--- src/rtl/fft_frame_sequencer_if.sv ---
// ----------------------------------------------------------------------------
// fft_frame_sequencer_if
// Control bundle between the FFT frame sequencer and the blocks it drives:
// SPI frame buffer, sample feeder, FFT core, output buffer and MCU handshake.
//
// Modports
//   master : the sequencer. Samples the status levels and beats, and drives
//            the control strobes and status outputs.
//   slave  : the surrounding datapath and MCU side (the mirror image).
//
// Signals
//   fft_loaded     SPI holds a full frame (level, already synced to clk)
//   fft_load       feeder hands a sample to the FFT core this cycle
//   fft_processing FFT core busy
//   out_buf_ready  output buffer holds the complete result
//   mcu_ack        MCU finished reading the result (level)
//   feed_go        1-cycle pulse: feeder latches the frame and starts sending
//   fft_start      1-cycle pulse: all samples delivered, start the transform
//   out_clear      1-cycle pulse: clear the output-buffer word count
//   result_ready   level: result valid for MCU readout
//   busy           sequencer is not idle
//   state_dbg      current sequencer state
//   frame_cnt      completed frames, wraps
//   overrun        sticky: frame arrived while not idle
//   timeout_err    sticky: watchdog expired
// ----------------------------------------------------------------------------
interface fft_frame_sequencer_if #(
    parameter int FCNT_W = 16
);
    logic              fft_loaded;
    logic              fft_load;
    logic              fft_processing;
    logic              out_buf_ready;
    logic              mcu_ack;
    logic              feed_go;
    logic              fft_start;
    logic              out_clear;
    logic              result_ready;
    logic              busy;
    logic [2:0]        state_dbg;
    logic [FCNT_W-1:0] frame_cnt;
    logic              overrun;
    logic              timeout_err;

    modport master (
        input  fft_loaded, fft_load, fft_processing, out_buf_ready, mcu_ack,
        output feed_go, fft_start, out_clear, result_ready, busy,
               state_dbg, frame_cnt, overrun, timeout_err
    );

    modport slave (
        output fft_loaded, fft_load, fft_processing, out_buf_ready, mcu_ack,
        input  feed_go, fft_start, out_clear, result_ready, busy,
               state_dbg, frame_cnt, overrun, timeout_err
    );
endinterface

--- src/rtl/fft_frame_sequencer.sv ---
// ----------------------------------------------------------------------------
// fft_frame_sequencer
// Frame controller for the MCU<->FPGA FFT path. One frame runs:
//   SPI frame arrives -> feeder streams N_SAMPLES into the FFT core ->
//   fft_start -> output buffer fills -> result flagged to MCU -> MCU ack.
// Also owns the watchdog, overrun detection and the completed-frame counter.
//
// Ports
//   clk    system clock
//   reset  synchronous, active-high; aborts any frame with no strobes
//   bus    fft_frame_sequencer_if.master (status in, strobes/status out)
// ----------------------------------------------------------------------------
module fft_frame_sequencer #(
    parameter int N_SAMPLES = 512,
    parameter int TIMEOUT   = 65535,
    parameter int TO_W      = 16,
    parameter int FCNT_W    = 16
) (
    input  logic                         clk,
    input  logic                         reset,
    fft_frame_sequencer_if.master        bus
);
    localparam int CNT_W = (N_SAMPLES > 1) ? $clog2(N_SAMPLES) : 1;

    typedef enum logic [2:0] {
        S_IDLE    = 3'd0,
        S_FEED    = 3'd1,
        S_START   = 3'd2,
        S_COMPUTE = 3'd3,
        S_READY   = 3'd4,
        S_ERROR   = 3'd5
    } state_t;

    state_t             r_state, w_next;
    logic               r_loaded_prev;
    logic [CNT_W-1:0]   r_count;
    logic [TO_W-1:0]    r_wd;
    logic [FCNT_W-1:0]  r_frame_cnt;
    logic               r_overrun;
    logic               r_timeout_err;
    logic               r_result_ready;

    logic w_trigger, w_take, w_wd_expired, w_last_beat;
    logic w_feed_go, w_fft_start, w_busy;

    assign w_trigger    = bus.fft_loaded & ~r_loaded_prev;
    assign w_take       = w_trigger & ~bus.fft_processing;
    // Expiring at TIMEOUT-1 means FEED/COMPUTE last exactly TIMEOUT cycles.
    assign w_wd_expired = (r_wd == TO_W'(TIMEOUT - 1));
    assign w_last_beat  = bus.fft_load && (r_count == CNT_W'(N_SAMPLES - 1));

    // State register
    always_ff @(posedge clk) begin
        if (reset) r_state <= S_IDLE;
        else       r_state <= w_next;
    end

    // Next state; watchdog beats the normal exit in FEED and COMPUTE
    always_comb begin
        w_next = r_state;
        case (r_state)
            S_IDLE:    if (w_take) w_next = S_FEED;
            S_FEED: begin
                if (w_wd_expired)     w_next = S_ERROR;
                else if (w_last_beat) w_next = S_START;
            end
            S_START:   w_next = S_COMPUTE;
            S_COMPUTE: begin
                if (w_wd_expired)          w_next = S_ERROR;
                else if (bus.out_buf_ready) w_next = S_READY;
            end
            S_READY:   if (bus.mcu_ack) w_next = S_IDLE;
            S_ERROR:   w_next = S_ERROR;
            default:   w_next = S_IDLE;
        endcase
    end

    // Outputs; strobes are suppressed while reset is asserted
    always_comb begin
        w_feed_go   = 1'b0;
        w_fft_start = 1'b0;
        w_busy      = (r_state != S_IDLE);
        if (!reset) begin
            case (r_state)
                S_IDLE:  w_feed_go   = w_take;
                S_START: w_fft_start = 1'b1;
                default: ;
            endcase
        end
    end

    // Sample counter, watchdog, sticky flags and frame counter
    always_ff @(posedge clk) begin
        if (reset) begin
            r_loaded_prev  <= 1'b0;
            r_count        <= '0;
            r_wd           <= '0;
            r_frame_cnt    <= '0;
            r_overrun      <= 1'b0;
            r_timeout_err  <= 1'b0;
            r_result_ready <= 1'b0;
        end else begin
            r_loaded_prev <= bus.fft_loaded;

            // Beats outside FEED are not counted
            if (r_state != S_FEED)  r_count <= '0;
            else if (w_last_beat)   r_count <= '0;
            else if (bus.fft_load)  r_count <= r_count + 1'b1;

            if (w_next != r_state)
                r_wd <= '0;
            else if (r_state == S_FEED || r_state == S_COMPUTE)
                r_wd <= r_wd + 1'b1;

            // A new frame while busy is dropped, only flagged
            if (w_trigger && r_state != S_IDLE) r_overrun <= 1'b1;

            if (r_state == S_READY && bus.mcu_ack) r_frame_cnt <= r_frame_cnt + 1'b1;

            r_result_ready <= (w_next == S_READY);
            if (w_next == S_ERROR) r_timeout_err <= 1'b1;
        end
    end

    assign bus.feed_go      = w_feed_go;
    assign bus.out_clear    = w_feed_go;
    assign bus.fft_start    = w_fft_start;
    assign bus.busy         = w_busy;
    assign bus.result_ready = r_result_ready;
    assign bus.state_dbg    = r_state;
    assign bus.frame_cnt    = r_frame_cnt;
    assign bus.overrun      = r_overrun;
    assign bus.timeout_err  = r_timeout_err;
endmodule

--- src/flat_wrapper.sv ---
// flat-port wrapper written by rule: the top's interface ports become plain ports
module fft_frame_sequencer_flat 
#(
    parameter int N_SAMPLES = 512,
    parameter int TIMEOUT   = 65535,
    parameter int TO_W      = 16,
    parameter int FCNT_W    = 16
)
  (clk, reset, bus_fft_loaded, bus_fft_load, bus_fft_processing, bus_out_buf_ready, bus_mcu_ack, bus_feed_go, bus_fft_start, bus_out_clear, bus_result_ready, bus_busy, bus_state_dbg, bus_frame_cnt, bus_overrun, bus_timeout_err);
  fft_frame_sequencer_if #(.FCNT_W(FCNT_W)) bus_i ();
  input  logic clk;
  input  logic reset;
  input wire logic [$bits(bus_i.fft_loaded)-1:0] bus_fft_loaded;
  input wire logic [$bits(bus_i.fft_load)-1:0] bus_fft_load;
  input wire logic [$bits(bus_i.fft_processing)-1:0] bus_fft_processing;
  input wire logic [$bits(bus_i.out_buf_ready)-1:0] bus_out_buf_ready;
  input wire logic [$bits(bus_i.mcu_ack)-1:0] bus_mcu_ack;
  output wire logic [$bits(bus_i.feed_go)-1:0] bus_feed_go;
  output wire logic [$bits(bus_i.fft_start)-1:0] bus_fft_start;
  output wire logic [$bits(bus_i.out_clear)-1:0] bus_out_clear;
  output wire logic [$bits(bus_i.result_ready)-1:0] bus_result_ready;
  output wire logic [$bits(bus_i.busy)-1:0] bus_busy;
  output wire logic [$bits(bus_i.state_dbg)-1:0] bus_state_dbg;
  output wire logic [$bits(bus_i.frame_cnt)-1:0] bus_frame_cnt;
  output wire logic [$bits(bus_i.overrun)-1:0] bus_overrun;
  output wire logic [$bits(bus_i.timeout_err)-1:0] bus_timeout_err;
  assign bus_i.fft_loaded = bus_fft_loaded;
  assign bus_i.fft_load = bus_fft_load;
  assign bus_i.fft_processing = bus_fft_processing;
  assign bus_i.out_buf_ready = bus_out_buf_ready;
  assign bus_i.mcu_ack = bus_mcu_ack;
  assign bus_feed_go = bus_i.feed_go;
  assign bus_fft_start = bus_i.fft_start;
  assign bus_out_clear = bus_i.out_clear;
  assign bus_result_ready = bus_i.result_ready;
  assign bus_busy = bus_i.busy;
  assign bus_state_dbg = bus_i.state_dbg;
  assign bus_frame_cnt = bus_i.frame_cnt;
  assign bus_overrun = bus_i.overrun;
  assign bus_timeout_err = bus_i.timeout_err;
  fft_frame_sequencer #(.N_SAMPLES(N_SAMPLES), .TIMEOUT(TIMEOUT), .TO_W(TO_W), .FCNT_W(FCNT_W)) u_core (.clk(clk), .reset(reset), .bus(bus_i));
endmodule
--- config.mk ---
export PLATFORM = sky130hd
export DESIGN_NAME = fft_frame_sequencer_flat
export DESIGN_NICKNAME = d
export VERILOG_FILES = /design/src/rtl/fft_frame_sequencer_if.sv /design/src/rtl/fft_frame_sequencer.sv /design/src/flat_wrapper.sv
export SDC_FILE = /design/constraint.sdc
export NUM_CORES = 1
export LEC_CHECK = 0
export CORE_MARGIN = 2
export CORE_UTILIZATION = 45
export CTS_CLUSTER_DIAMETER = 200
export DETAILED_ROUTE_END_ITERATION = 16
export HOLD_SLACK_MARGIN = 0.06
export PLACE_DENSITY = 0.81
export SYNTH_ARGS = -nofsm -noshare
export SYNTH_HDL_FRONTEND = slang
export SYNTH_SLANG_ARGS = --single-unit
--- constraint.sdc ---
create_clock -name clk -period 2.15 [get_ports clk]
set_input_delay 0.43 -clock clk [delete_from_list [all_inputs] [get_ports clk]]
set_output_delay 0.43 -clock clk [all_outputs]
set_load 0.02 [all_outputs]
==> results.yml <==
drt:
  postRouteAntennaNets: 0
  viasPerCell: 5.01
  route.detailed.drc: 0
  drtIter0Drc: 86
  top_layer_used: "met4"
  wl_met3_um: 146
  num_vias: 1887
  wl_mm: 4.59
  routedWlPerCell_um: 12.2
  route.met2.wl_mm: 2.30
  met1Wirelength_mm: 2.09
  dr.pass1.iters: 4
global_routing:
  first_global_vias: 1763
  antenna_found_initial: 0
  grt_overflow: 0
  grt_pass1_wl_mm: 7.60
  grt_max_degree: 25
  track_usage_pct: 17.4
power_and_ir_drop:
  seqPwrFrac_pct: 54.9
  switchingPower_w: 0.000353
  comb_power_share_pct: 6.6
  switching_share_pct: 21.5
  ir_drop_mv: 0.295
  leakage_nw: 1.08
  internal-power_w: 0.00129
  clkPwrFrac_pct: 38.5
  total_power_w: 0.00164
  cellPowerDensity_mw_per_mm2: 561
worst_setup_path:
  worstPathMaxFanout: 3
  rrSetupSlack_ns: 0.19
  critPathCaptureType: "output port"
  r2r_end: "u_core.r_wd[1]$_SDFFE_PP0P_"
  required_ns: 1.72
  r2r-start: "u_core.r_count[1]$_SDFFE_PP0P_"
  start_kind: "input pin"
  path_class: "in -> out"
  cp.arrival_ns: 1.63
  reg2regPathDepth: 8
timing:
  setup_viol: 0
  timing.final.crit_period_ns: 2.06
  fin_crit_sh_pct: 96.0
  relSlewSlack_pct: 68.4
  drv_slew: 0
  finalHoldViolations: 0
  fin_skew_ns: 0.00824
  max_freq_mhz: 484
  rsz0062_at_grt: "false"
  tightest_slew_ns: 0.475
placement:
  post-place-cells: 368
  port_buffers: 32
  place_area_mm2: 0.00279
  place.gp.congestion: 0.802
  hpwlAfterDp_mm: 3.32
clock_network:
  clk_latency_ns: 0.29
  postCtsSetupBuffers: 0
  hold_buffers: 0
  cts-buffers-inserted: 5
  cts_max_path_buffers: 2
  cts.sinks: 48
  tritoncts: "yes"
  clock-root-buffer: "clkbuf_8"
  cts.clk_slew.worst_paths_ns: 0.08
  h-tree-depth: 2
die:
  io_pins: 33
  dieArea_mm2: 0.00556
  fp.dieH_um: 74.5
  num_rows: 25
  die_w_um: 74.5
  coreArea_mm2: 0.00475
  initial_core_util_pct: 47.1
final_layout:
  final_nets: 321
  seqCellArea_um2: 961
  multi_input_area_mm2: 0.00123
  antenna_cells: 0
  fin_util_pct: 61.6
  fillers: 417
  design_area_mm2: 0.00293
  final_cells: 377
  drive_gt1_share_pct: 16.1
  area_growth_syn_to_layout_pct: 30.7
yosys:
  syn_avg_cell_area_um2: 8.82
  synth_common_cells: "nor2_1, dfxtp_1, xor2_1, nand2_1, xnor2_1"
  synth_flop_cell: "dfxtp_1"
  synth_most_common_cell: "nor2_1"
  syn_inst: 254
  synth_area_mm2: 0.00224
  synth-async-reset-ratio_pct: 0
  synth_area_leader_cell: "dfxtp_1"
  synth_nets: 266
  post-synth-top-area-fraction_pct: 42.9
  ys_types: 44
  synth_area_leaders: "dfxtp_1, xor2_1, nor2_1"
  yosysWarnings: 0
  synth_seq_area_share_pct: 42.9
  synth_edf_count: 0
  ys_seq_elements: 48
hold_path:
  min_path_cells: 2
  min-delay-start: "u_core.bus.timeout_err$_SDFFE_PP0N_"
  whs_endpoint: "u_core.bus.timeout_err$_SDFFE_PP0N_"
  hold_class: "reg -> reg"
run:
  maxCapViolCount: 0
status:
  outcome: "completed"
[metrics by stage]
| stage | setup TNS (ns) | hold WS (ns) | worst slack, ns |
|---|---|---|---|
| 2_1_floorplan | 0 | 0.467 | 0.0168 |
| 3_3_place_gp | -3.13 | 0.460 | -0.438 |
| 3_5_place_dp | -3.55 | 0.483 | -0.467 |
| 4_1_cts | 0 | 0.496 | 0.0247 |
| 5_1_grt | 0 | 0.524 | 0.0307 |
| 6_report | 0 | 0.488 | 0.0860 |
[routing by layer]
| metal | vias up | global-route usage [%] |
|---|---|---|
| met5 | - | 0 |
| met4 | 0 | 5.95 |
| met3 | 4 | 3.79 |
| met2 | 34 | 29.9 |
| met1 | 874 | 21.7 |
| li1 | 975 | - |
[kinds of logic after synthesis]
logic type,share of synthesized area [%]
AOI/OAI and AO/OA,7.32
xor gates and xnor gates,14.1
adders and majority gates,2.79
buffers and inverters,4.30
DFF,42.9
muxes,0.894
and+or+nand+nor,27.7
[registers in the layout, summed over array words and instances (netlist names)]
name	cells
u_core.r_count	9
u_core.r_wd	16
u_core.bus.frame_cnt	16
u_core.bus.overrun	1
u_core.bus.timeout_err	1
u_core.bus.state_dbg	3
u_core.r_loaded_prev	1
u_core.bus.result_ready	1
[area by class of cell]
cell class | instances | share of cell area, %
Inverter | 10 | 1.28
Clock inverter | 2 | 1.20
Clock buffer | 6 | 2.48
Tap cell | 67 | 2.86
Timing Repair Buffer | 58 | 17.4
Sequential cell | 48 | 32.8
Multi-Input combinational cell | 186 | 41.9
[worst max-delay path by stage]
stage / slack [ns] / depth (start not counted) / from / end
2_1_floorplan: 0.02 / 4 / u_core.bus.state_dbg[2]$_SDFF_PP0_ / bus_out_clear
3_3_place_gp: -0.44 / 4 / bus_fft_loaded / bus_feed_go
3_5_place_dp: -0.47 / 4 / bus_fft_loaded / bus_feed_go
4_1_cts: 0.02 / 2 / u_core.bus.state_dbg[2]$_SDFF_PP0_ / bus_busy
5_1_grt: 0.03 / 6 / reset / u_core.r_wd[1]$_SDFFE_PP0P_
6_report: 0.09 / 4 / bus_fft_loaded / bus_feed_go
[timing repair]
| action | 4_1_cts | 5_1_grt |
|---|---|---|
| setup endpoints to repair | 3 | 17 |
| gates resized for setup | 12 | 3 |
| gates cloned | 0 | 1 |
| pin swaps | 0 | 1 |
[worst max-delay path, stage by stage]
cell and delay (ns):
clkdlybuf4s50_1 0.49, or3b_4 0.40, nor3_4 0.12, buf_2 0.19
[placed cells by master (no fill, tap or decap), types with 2 or more instances in the layout]
master           netlist  final
nor2_1                50     50
dfxtp_1               48     48
clkdlybuf4s50_1        0     28
buf_4                  2     27
xor2_1                22     22
nand2_1               15     15
xnor2_1               14     14
nand3_1               11     11
inv_1                 10     10
nand4_1               10     10
a21oi_1                8      8
nor3_1                 7      6
ha_1                   5      5
clkbuf_8               0      5
and3_1                 4      4
nor4_2                 2      3
or2_2                  3      3
nor4_1                 4      3
nor2b_1                2      2
o21ai_0                2      2
o211ai_4               1      2
and4_1                 2      2
o31ai_1                2      2
mux2i_1                2      2
[power by group through the flow]
stage | clock, W | sequential [W] | combinational (W)
2_1_floorplan | 0 | 0.000923 | 0.0000629
3_3_place_gp | 0 | 0.000922 | 0.000103
3_5_place_dp | 0 | 0.000922 | 0.000104
4_1_cts | 0.000651 | 0.000901 | 0.000105
5_1_grt | 0.000688 | 0.000903 | 0.000119
6_report | 0.000631 | 0.000902 | 0.000109
Note: power is estimated with default switching activity, not from simulation.
